--- config.mk ---
export PLATFORM = sky130hd
export DESIGN_NAME = sub_serial_nbit_flat
export DESIGN_NICKNAME = d
export VERILOG_FILES = /design/src/rtl/arith_pkg.sv /design/src/rtl/sub_serial_nbit_if.sv /design/src/rtl/som_comp_1bit.sv /design/src/rtl/sub_serial_nbit.sv /design/src/flat_wrapper.sv
export SDC_FILE = /design/constraint.sdc
export NUM_CORES = 1
export LEC_CHECK = 0
export CORE_MARGIN = 1.5
export CORE_UTILIZATION = 55
export CTS_BUF_LIST = sky130_fd_sc_hd__clkbuf_4 sky130_fd_sc_hd__clkbuf_8
export CTS_CLUSTER_SIZE = 14
export DETAILED_ROUTE_END_ITERATION = 12
export PLACE_DENSITY = 0.95
export SLEW_MARGIN = 20
export SYNTH_ARGS = -nofsm -noshare
export SYNTH_HDL_FRONTEND = slang
export SYNTH_HIERARCHICAL = 1
export SYNTH_SLANG_ARGS = --single-unit
--- constraint.sdc ---
create_clock -name clk -period 2.3 [get_ports clk]
set_clock_uncertainty 0.15 [all_clocks]
set_input_delay 0.46 -clock clk [delete_from_list [all_inputs] [get_ports clk]]
set_output_delay 0.46 -clock clk [all_outputs]
set_load 0.02 [all_outputs]
--- src/rtl/arith_pkg.sv ---
// rtl/arith_pkg.sv - shared FSM state type and width helper for serial arithmetic blocks
package arith_pkg;

    typedef enum logic [0:0] {
        IDLE = 1'b0,
        RUN  = 1'b1
    } state_t;

    // Bits needed for a counter that must hold values 0..n
    function automatic int cnt_width(input int n);
        return $clog2(n + 1);
    endfunction

endpackage

--- src/rtl/sub_serial_nbit_if.sv ---
// rtl/sub_serial_nbit_if.sv - start/done request bus for the serial subtractor
interface sub_serial_nbit_if #(
    parameter int N = 8
);
    logic         start;
    logic [N-1:0] a;
    logic [N-1:0] b;
    logic         busy;
    logic         done;
    logic [N-1:0] diff;
    logic         borrow;
    logic         ovf;

    modport master (
        output start, a, b,
        input  busy, done, diff, borrow, ovf
    );

    modport slave (
        input  start, a, b,
        output busy, done, diff, borrow, ovf
    );
endinterface

--- src/rtl/som_comp_1bit.sv ---
// rtl/som_comp_1bit.sv - 1-bit full adder bit-slice
module som_comp_1bit (
    input  logic x,
    input  logic y,
    input  logic Cin,
    output logic A,
    output logic Cout
);
    assign A    = x ^ y ^ Cin;
    assign Cout = (x & y) | (Cin & (x ^ y));
endmodule

--- src/rtl/sub_serial_nbit.sv ---
// rtl/sub_serial_nbit.sv - bit-serial N-bit subtractor computing a + ~b + 1 LSB first
module sub_serial_nbit
    import arith_pkg::*;
#(
    parameter int N = 8
) (
    input  logic               clk,
    input  logic               rst,
    sub_serial_nbit_if.slave   bus
);
    localparam int CW = cnt_width(N);

    localparam logic [0:0] S_IDLE = IDLE;
    localparam logic [0:0] S_RUN  = RUN;

    logic [0:0]    state_q,  state_d;
    logic [N-1:0]  a_sh_q,   a_sh_d;
    logic [N-1:0]  b_sh_q,   b_sh_d;
    logic [N-1:0]  res_sh_q, res_sh_d;
    logic          cy_q,     cy_d;
    logic [CW-1:0] cnt_q,    cnt_d;
    logic          a_msb_q,  a_msb_d;
    logic          b_msb_q,  b_msb_d;
    logic [N-1:0]  diff_q,   diff_d;
    logic          borrow_q, borrow_d;
    logic          ovf_q,    ovf_d;
    logic          done_q,   done_d;

    logic          b_inv;
    logic          fa_sum;
    logic          fa_cout;
    logic [N-1:0]  res_next;

    // Subtraction is addition of the inverted subtrahend; the +1 enters as the initial carry
    assign b_inv = ~b_sh_q[0];

    som_comp_1bit u_fa (
        .x    (a_sh_q[0]),
        .y    (b_inv),
        .Cin  (cy_q),
        .A    (fa_sum),
        .Cout (fa_cout)
    );

    // New sum bit enters at the MSB so after N shifts bit 0 sits at position 0;
    // written as shift/or so the N=1 case needs no empty slice
    assign res_next = (res_sh_q >> 1) | (N'(fa_sum) << (N - 1));

    // Next-state: capture operands in IDLE, one bit per cycle in RUN, publish results on the last bit
    always_comb begin
        state_d  = state_q;
        a_sh_d   = a_sh_q;
        b_sh_d   = b_sh_q;
        res_sh_d = res_sh_q;
        cy_d     = cy_q;
        cnt_d    = cnt_q;
        a_msb_d  = a_msb_q;
        b_msb_d  = b_msb_q;
        diff_d   = diff_q;
        borrow_d = borrow_q;
        ovf_d    = ovf_q;
        done_d   = 1'b0;

        case (state_q)
            S_IDLE: begin
                if (bus.start) begin
                    a_sh_d  = bus.a;
                    b_sh_d  = bus.b;
                    cy_d    = 1'b1;
                    cnt_d   = '0;
                    a_msb_d = bus.a[N-1];
                    b_msb_d = bus.b[N-1];
                    state_d = S_RUN;
                end
            end
            S_RUN: begin
                a_sh_d   = a_sh_q >> 1;
                b_sh_d   = b_sh_q >> 1;
                res_sh_d = res_next;
                cy_d     = fa_cout;
                cnt_d    = cnt_q + 1'b1;
                if (cnt_q == CW'(N - 1)) begin
                    diff_d   = res_next;
                    borrow_d = ~fa_cout;
                    // Overflow only possible when operand signs differ and the result sign leaves a's sign
                    ovf_d    = (a_msb_q != b_msb_q) && (fa_sum != a_msb_q);
                    done_d   = 1'b1;
                    state_d  = S_IDLE;
                end
            end
            default: state_d = S_IDLE;
        endcase
    end

    // State registers with synchronous reset clearing everything, including published results
    always_ff @(posedge clk) begin
        if (rst) begin
            state_q  <= S_IDLE;
            a_sh_q   <= '0;
            b_sh_q   <= '0;
            res_sh_q <= '0;
            cy_q     <= 1'b0;
            cnt_q    <= '0;
            a_msb_q  <= 1'b0;
            b_msb_q  <= 1'b0;
            diff_q   <= '0;
            borrow_q <= 1'b0;
            ovf_q    <= 1'b0;
            done_q   <= 1'b0;
        end else begin
            state_q  <= state_d;
            a_sh_q   <= a_sh_d;
            b_sh_q   <= b_sh_d;
            res_sh_q <= res_sh_d;
            cy_q     <= cy_d;
            cnt_q    <= cnt_d;
            a_msb_q  <= a_msb_d;
            b_msb_q  <= b_msb_d;
            diff_q   <= diff_d;
            borrow_q <= borrow_d;
            ovf_q    <= ovf_d;
            done_q   <= done_d;
        end
    end

    assign bus.busy   = (state_q == S_RUN);
    assign bus.done   = done_q;
    assign bus.diff   = diff_q;
    assign bus.borrow = borrow_q;
    assign bus.ovf    = ovf_q;

endmodule

--- src/flat_wrapper.sv ---
// flat-port wrapper written by rule: the top's interface ports become plain ports
module sub_serial_nbit_flat import arith_pkg::*;
#(
    parameter int N = 8
)
  (clk, rst, bus_start, bus_a, bus_b, bus_busy, bus_done, bus_diff, bus_borrow, bus_ovf);
  sub_serial_nbit_if #(.N(N)) bus_i ();
  input  logic clk;
  input  logic rst;
  input wire logic [$bits(bus_i.start)-1:0] bus_start;
  input wire logic [$bits(bus_i.a)-1:0] bus_a;
  input wire logic [$bits(bus_i.b)-1:0] bus_b;
  output wire logic [$bits(bus_i.busy)-1:0] bus_busy;
  output wire logic [$bits(bus_i.done)-1:0] bus_done;
  output wire logic [$bits(bus_i.diff)-1:0] bus_diff;
  output wire logic [$bits(bus_i.borrow)-1:0] bus_borrow;
  output wire logic [$bits(bus_i.ovf)-1:0] bus_ovf;
  assign bus_i.start = bus_start;
  assign bus_i.a = bus_a;
  assign bus_i.b = bus_b;
  assign bus_busy = bus_i.busy;
  assign bus_done = bus_i.done;
  assign bus_diff = bus_i.diff;
  assign bus_borrow = bus_i.borrow;
  assign bus_ovf = bus_i.ovf;
  sub_serial_nbit #(.N(N)) u_core (.clk(clk), .rst(rst), .bus(bus_i));
endmodule
==> flow_summary.json, run 1 <==
{
  "setup_ws_ps": 348,
  "power_frac_seq": 0.507,
  "worst_slew_pin_slew_ps": 489,
  "critPathKind": "flip-flop to output pin",
  "r2r-end": "u_core/bus.diff[0]",
  "finalMaxSlewViolations": 0,
  "multi_input_area_um2": 801,
  "cts_tree": "done",
  "wl_um": 2990,
  "synth_cell_type_count": 27,
  "end_kind": "output pin",
  "grt_max_degree": 36,
  "reg2reg_depth": 4,
  "yosys_warnings": 6,
  "port_buffers": 30,
  "status": "complete, no violations",
  "synthesis.nets": 178,
  "crit_path_end": "bus_ovf",
  "power_density_nw_per_um2": 709,
  "final_cells": 222,
  "finalHoldViolCount": 0,
  "layout_min_cycle_time_ps": 1950,
  "root_buffer": "clkbuf_4",
  "synth_area_per_cell_um2": 10.9,
  "final_cell_area_um2": 2150,
  "synth_top_area_cell": "dfxtp_1",
  "post-route-period-util": 0.849,
  "die_area_um2": 3470,
  "n_antenna_cell": 0,
  "synthTopCellsByArea": "dfxtp_1 (49%), mux2i_1 (15%), mux2_2 (9.2%)",
  "dp_hpwl_um": 2170,
  "maxCapViolations": 0,
  "clk_pin_slew_ps": 130,
  "setup_viol": 0,
  "path_delay_family": "buffers and inverters",
  "synth_edf_count": 0,
  "num_rows": 20,
  "grt_use_total": 0.191,
  "die_h_um": 58.9,
  "preCtsSetupSlack_ps": 345,
  "hold_path.class": "flip-flop to flip-flop",
  "finalPower_mw": 1.52,
  "holdWs_ps": 327,
  "finish.utilization": 0.715,
  "synthCells": 157,
  "cts_setup_buffers": 0,
  "ys_seq_elements": 42,
  "routedWlPerCell_um": 13.5,
  "gr-total-overflow": 0,
  "placed_area_um2": 2040,
  "leakage_nw": 0.892,
  "path_buf_inv": 1,
  "ys_seq_area_frac": 0.490,
  "fin_nets": 209,
  "relSlewSlack": 0.674,
  "drc": 0,
  "synth_ff_type": "dfxtp_1",
  "fillers": 226,
  "synth_area_um2": 1720,
  "dp_cells": 214,
  "crit_start": "u_core/bus.ovf",
  "async_flop_share": 0,
  "cpMaxStageDelayCell": "clkdlybuf4s50_1",
  "peakVddDrop_mv": 0.493,
  "io_pins": 31,
  "path_max_fanout": 2,
  "cp.depth": 1,
  "place_congestion": 0.708,
  "combPwrFrac": 0.113,
  "initial_utilization": 0.572,
  "antenna_found_initial": 0,
  "p_sw_frac": 0.217,
  "grt_pass1_vias": 1161,
  "cts.sinks": 42,
  "arrival_ps": 1340,
  "switchingPower_mw": 0.330,
  "reg2reg_slack_ps": 650,
  "clock.fmax_mhz": 512,
  "cts_resized": 0,
  "drt-initial-drc-count": 29,
  "p_int_mw": 1.19,
  "crit_chain": "clkdlybuf4s50_1",
  "rsz0062_at_grt": "false",
  "critPathLaunchType": "flip-flop",
  "drt-pass1-iter-count": 4,
  "cts_made_buffers": 5,
  "cp_slowest_stage_delay_ps": 610,
  "critPathRequiredTime_ps": 1690,
  "final-seq-area_um2": 842,
  "vias": 1208,
  "antenna_left": 0,
  "clock_path_buffers": 2,
  "die_w_um": 58.9,
  "netlist_top_cells_count": "dfxtp_1 (42), mux2i_1 (26), nor2_1 (26)",
  "insertion_delay_ps": 350,
  "syn_to_final_growth_pct": 25.1,
  "r2r-start": "u_core/bus.busy",
  "h-tree-depth": 2,
  "yosysTopAreaCellShare": 0.490,
  "vias_per_cell": 5.44,
  "grt_pass1_wl_um": 4940,
  "holdBufCountCts": 0,
  "power_frac_clock": 0.379,
  "final_layout_size_suffix_gt1_frac": 0.164,
  "fin_tns_setup_ps": 0,
  "coreArea_um2": 3000,
  "yosysMostFrequentCell": "dfxtp_1"
}
sequential cells by signal (all words and copies together) (netlist names):
name / count
u_core/res_sh_q: 7
u_core/cnt_q: 4
u_core/bus.borrow: 1
u_core/bus.done: 1
u_core/bus.ovf: 1
u_core/bus.diff: 8
u_core/bus.busy: 1
u_core/cy_q: 1
u_core/a_msb_q: 1
u_core/a_sh_q: 8
u_core/b_sh_q: 8
u_core/b_msb_q: 1
cell families after synthesis:
logic type                 count (synthesis)  synth area share
AOI/OAI and AO/OA                         16            0.0700
adders and majority gates                  2            0.0189
buffers and inverters                     13            0.0437
DFF                                       42             0.490
muxes                                     40             0.243
and+or+nand+nor                           44             0.134
power groups by stage:
stage | registers [mW] | logic (mW) | clock network, mW
floorplan | 0.785 | 0.120 | 0
CTS | 0.773 | 0.174 | 0.591
global route | 0.777 | 0.189 | 0.618
finish | 0.773 | 0.173 | 0.577
detailed placement | 0.789 | 0.173 | 0
global placement | 0.787 | 0.165 | 0
per-layer routing:
| metal | part of all wire | vias up | global-route usage | routed length [um] |
|---|---|---|---|---|
| met1 | 0.43 | 560 | 0.211 | 1290 |
| met2 | 0.51 | 31 | 0.343 | 1520 |
| li1 | - | 609 | - | - |
| met3 | 0.040 | 8 | 0.0527 | 119 |
| met5 | 0 | - | 0 | 0 |
| met4 | 0.018 | 0 | 0.0747 | 55 |
worst min-delay path by stage:
stage / startpoint / endpoint / slack [ps] / depth (start not counted)
6_report: u_core/bus.borrow / u_core/bus.borrow / 330 / 1
5_1_grt: u_core/bus.diff[5] / u_core/bus.diff[5] / 370 / 1
3_3_place_gp: u_core/bus.borrow / u_core/bus.borrow / 290 / 1
2_1_floorplan: u_core/res_sh_q[1] / u_core/bus.diff[0] / 290 / 1
3_5_place_dp: u_core/bus.borrow / u_core/bus.borrow / 310 / 1
4_1_cts: u_core/bus.borrow / u_core/bus.borrow / 340 / 1
cell type report:
| type | instances | area share |
|---|---|---|
| clock inverter | 3 | 0.0320 |
| clock buffer | 5 | 0.0175 |
| timing repair buffer | 35 | 0.163 |
| multi-input combinational | 102 | 0.373 |
| inverter | 2 | 0.00349 |
| tap | 33 | 0.0192 |
| sequential | 42 | 0.392 |
placed cells by master, fill, tap and decap left out, drive strengths merged, types with 2 or more instances in the layout:
cell type,synthesis,layout
clkbuf,3,5
a21oi,4,4
mux2i,26,26
nor2,27,27
bufinv,0,2
nor2b,4,4
clkdlybuf4s50,0,30
nand4,2,2
buf,8,5
a22o,9,9
nor3,5,5
mux2,14,14
dfxtp,42,42
inv,2,2
No activity file was read; power rests on OpenSTA's default activity.
==> inputs of run 2 (changes only) <==
--- a/config.mk
+++ b/config.mk
@@ -6,11 +6,11 @@
 export NUM_CORES = 1
 export LEC_CHECK = 0
 export CORE_MARGIN = 1.5
-export CORE_UTILIZATION = 55
+export CORE_UTILIZATION = 53
 export CTS_BUF_LIST = sky130_fd_sc_hd__clkbuf_4 sky130_fd_sc_hd__clkbuf_8
 export CTS_CLUSTER_SIZE = 14
 export DETAILED_ROUTE_END_ITERATION = 12
-export PLACE_DENSITY = 0.95
+export PLACE_DENSITY = 0.92
 export SLEW_MARGIN = 20
 export SYNTH_ARGS = -nofsm -noshare
 export SYNTH_HDL_FRONTEND = slang
==> constraint.sdc (replaced) <==
create_clock -name clk -period 1.9 [get_ports clk]
set_clock_uncertainty 0.15 [all_clocks]
set_input_delay 0.38 -clock clk [delete_from_list [all_inputs] [get_ports clk]]
set_output_delay 0.38 -clock clk [all_outputs]
set_load 0.02 [all_outputs]
==> run 2 against run 1 <==
Clock power is 20% lower. First-iteration DRC count is 14% lower. Worst hold slack better by 2.5 ps.
==> flow_summary.json, run 2 (same netlist as run 1, synthesis figures left out) <==
{
  "status": "complete, no violations",
  "grt_use_met3": 0.0736,
  "wl_um": 3120,
  "clock.fmax_mhz": 541,
  "relSlewSlack": 0.748,
  "cts_setup_buffers": 0,
  "coreArea_um2": 3050,
  "root_buffer": "clkbuf_4",
  "fin_tns_setup_ps": 0,
  "grt_pass1_wl_um": 5190,
  "critPathKind": "flip-flop to output pin",
  "grt_max_degree": 23,
  "layout_commonest_cell": "dfxtp_1",
  "antenna_left": 0,
  "routedWlPerCell_um": 13.4,
  "busiest_layer": "met2",
  "path_delay_family": "buffers and inverters",
  "critPathRequiredTime_ps": 1370,
  "p_sw_frac": 0.247,
  "finalMaxSlewViolations": 0,
  "crit_chain": "clkdlybuf4s50_1",
  "peakVddDrop_mv": 0.541,
  "insertion_delay_ps": 350,
  "initial_utilization": 0.562,
  "setup_ws_ps": 50.7,
  "die_area_um2": 3590,
  "holdWs_ps": 330,
  "power_frac_seq": 0.582,
  "place_congestion": 0.738,
  "setup_viol": 0,
  "critPathLaunchType": "flip-flop",
  "syn_to_final_growth_pct": 23.9,
  "layout_common_cells": "dfxtp_1 (41), clkdlybuf4s50_1 (27), mux2i_1 (26), nor2_1 (26), mux2_2 (14)",
  "finalPower_mw": 1.61,
  "die_h_um": 59.9,
  "final_cell_area_um2": 2130,
  "final_cells": 233,
  "h-tree-depth": 2,
  "clock_path_buffers": 2,
  "switchingPower_mw": 0.397,
  "cp_slowest_stage_delay_ps": 610,
  "antenna_found_initial": 0,
  "port_buffers": 30,
  "drc": 0,
  "fin_nets": 209,
  "finish.utilization": 0.697,
  "cpMaxStageDelayCell": "clkdlybuf4s50_1",
  "maxCapViolations": 0,
  "cts_made_buffers": 5,
  "grtUsageMet1": 0.218,
  "preCtsSetupSlack_ps": 6.10,
  "n_antenna_cell": 0,
  "p_int_mw": 1.21,
  "vias": 1216,
  "num_rows": 20,
  "worst_slew_pin_slew_ps": 377,
  "drt-initial-drc-count": 25,
  "dp_hpwl_um": 2310,
  "arrival_ps": 1320,
  "gr-total-overflow": 0,
  "hold_path.class": "flip-flop to flip-flop",
  "rsz0062_at_grt": "false",
  "end_kind": "output pin",
  "cts.sinks": 42,
  "layout_min_cycle_time_ps": 1850,
  "fillers": 241,
  "final_layout_size_suffix_gt1_frac": 0.164,
  "path_buf_inv": 1,
  "finalHoldViolCount": 0,
  "drt-pass1-iter-count": 4,
  "clk_pin_slew_ps": 110,
  "path_max_fanout": 2,
  "dp_cells": 225,
  "vias_per_cell": 5.22,
  "cts_tree": "done",
  "die_w_um": 59.9,
  "grt_use_total": 0.199,
  "power_density_nw_per_um2": 756,
  "placed_area_um2": 2060,
  "power_frac_clock": 0.286,
  "leakage_nw": 0.928,
  "multi_input_area_um2": 801,
  "grt_pass1_vias": 1212,
  "post-route-period-util": 0.973,
  "final-seq-area_um2": 842,
  "combPwrFrac": 0.132,
  "grtUsageMet2": 0.343,
  "io_pins": 31
}
## run 2: cell count changes in the layout (fill, tap and decap cells not counted)
cell and change:
dlymetal6s2s_1 +3, clkinv_2 +1, clkdlybuf4s50_1 -3, clkinvlp_4 +1
clkinv_4 -1, clkbuf_8 +1, bufinv_16 -2
## run 2: worst paths after layout
path                           start                end  slack, ps  depth (start not counted)
setup reg to reg    u_core/b_sh_q[0]     u_core/bus.ovf        210                          5
hold reg to reg    u_core/bus.borrow  u_core/bus.borrow        330                          1
setup / recovery  u_core/bus.diff[5]        bus_diff[5]         50                          1
hold / removal     u_core/bus.borrow  u_core/bus.borrow        330                          1
## run 2: final cells by class
cell class,instances,area share
Sequential cell,42,0.396
Clock buffer,6,0.0241
Clock inverter,2,0.00588
Inverter,2,0.00353
Timing Repair Buffer,35,0.168
Multi-Input combinational cell,102,0.376
Tap cell,44,0.0259
## run 2: what timing repair did
item | CTS | global route
gates resized for setup | 0 | 3
hold buffers | 0 | 0
endpoints found under the setup margin | 0 | 3
## run 2: layer usage
metal,vias up,wire (um),part of all wire
met5,-,0,0
met4,0,46,0.015
met3,6,165,0.053
met2,33,1600,0.51
met1,568,1310,0.42
li1,609,-,-
## run 2: worst register-to-register path: stages (launching register included)
cell	delay, ps
dfxtp_1	340
inv_1	60
fa_1	610
nand2b_1	130
o22ai_1	90
a22o_1	200
## run 2: power by group through the flow
stage / combinational (mW) / sequential, mW / clock (mW)
6_report: 0.212 / 0.936 / 0.460
5_1_grt: 0.230 / 0.941 / 0.513
4_1_cts: 0.213 / 0.936 / 0.477
3_5_place_dp: 0.212 / 0.956 / 0
3_3_place_gp: 0.201 / 0.952 / 0
2_1_floorplan: 0.145 / 0.951 / 0
==> inputs of run 3 (changes only) <==
--- a/config.mk
+++ b/config.mk
@@ -5,6 +5,7 @@
 export SDC_FILE = /design/constraint.sdc
 export NUM_CORES = 1
 export LEC_CHECK = 0
+export CAP_MARGIN = 20
 export CORE_MARGIN = 1.5
 export CORE_UTILIZATION = 53
 export CTS_BUF_LIST = sky130_fd_sc_hd__clkbuf_4 sky130_fd_sc_hd__clkbuf_8
==> results of run 3 <==
Final layout, timing and power as in run 2 (identical DEF).
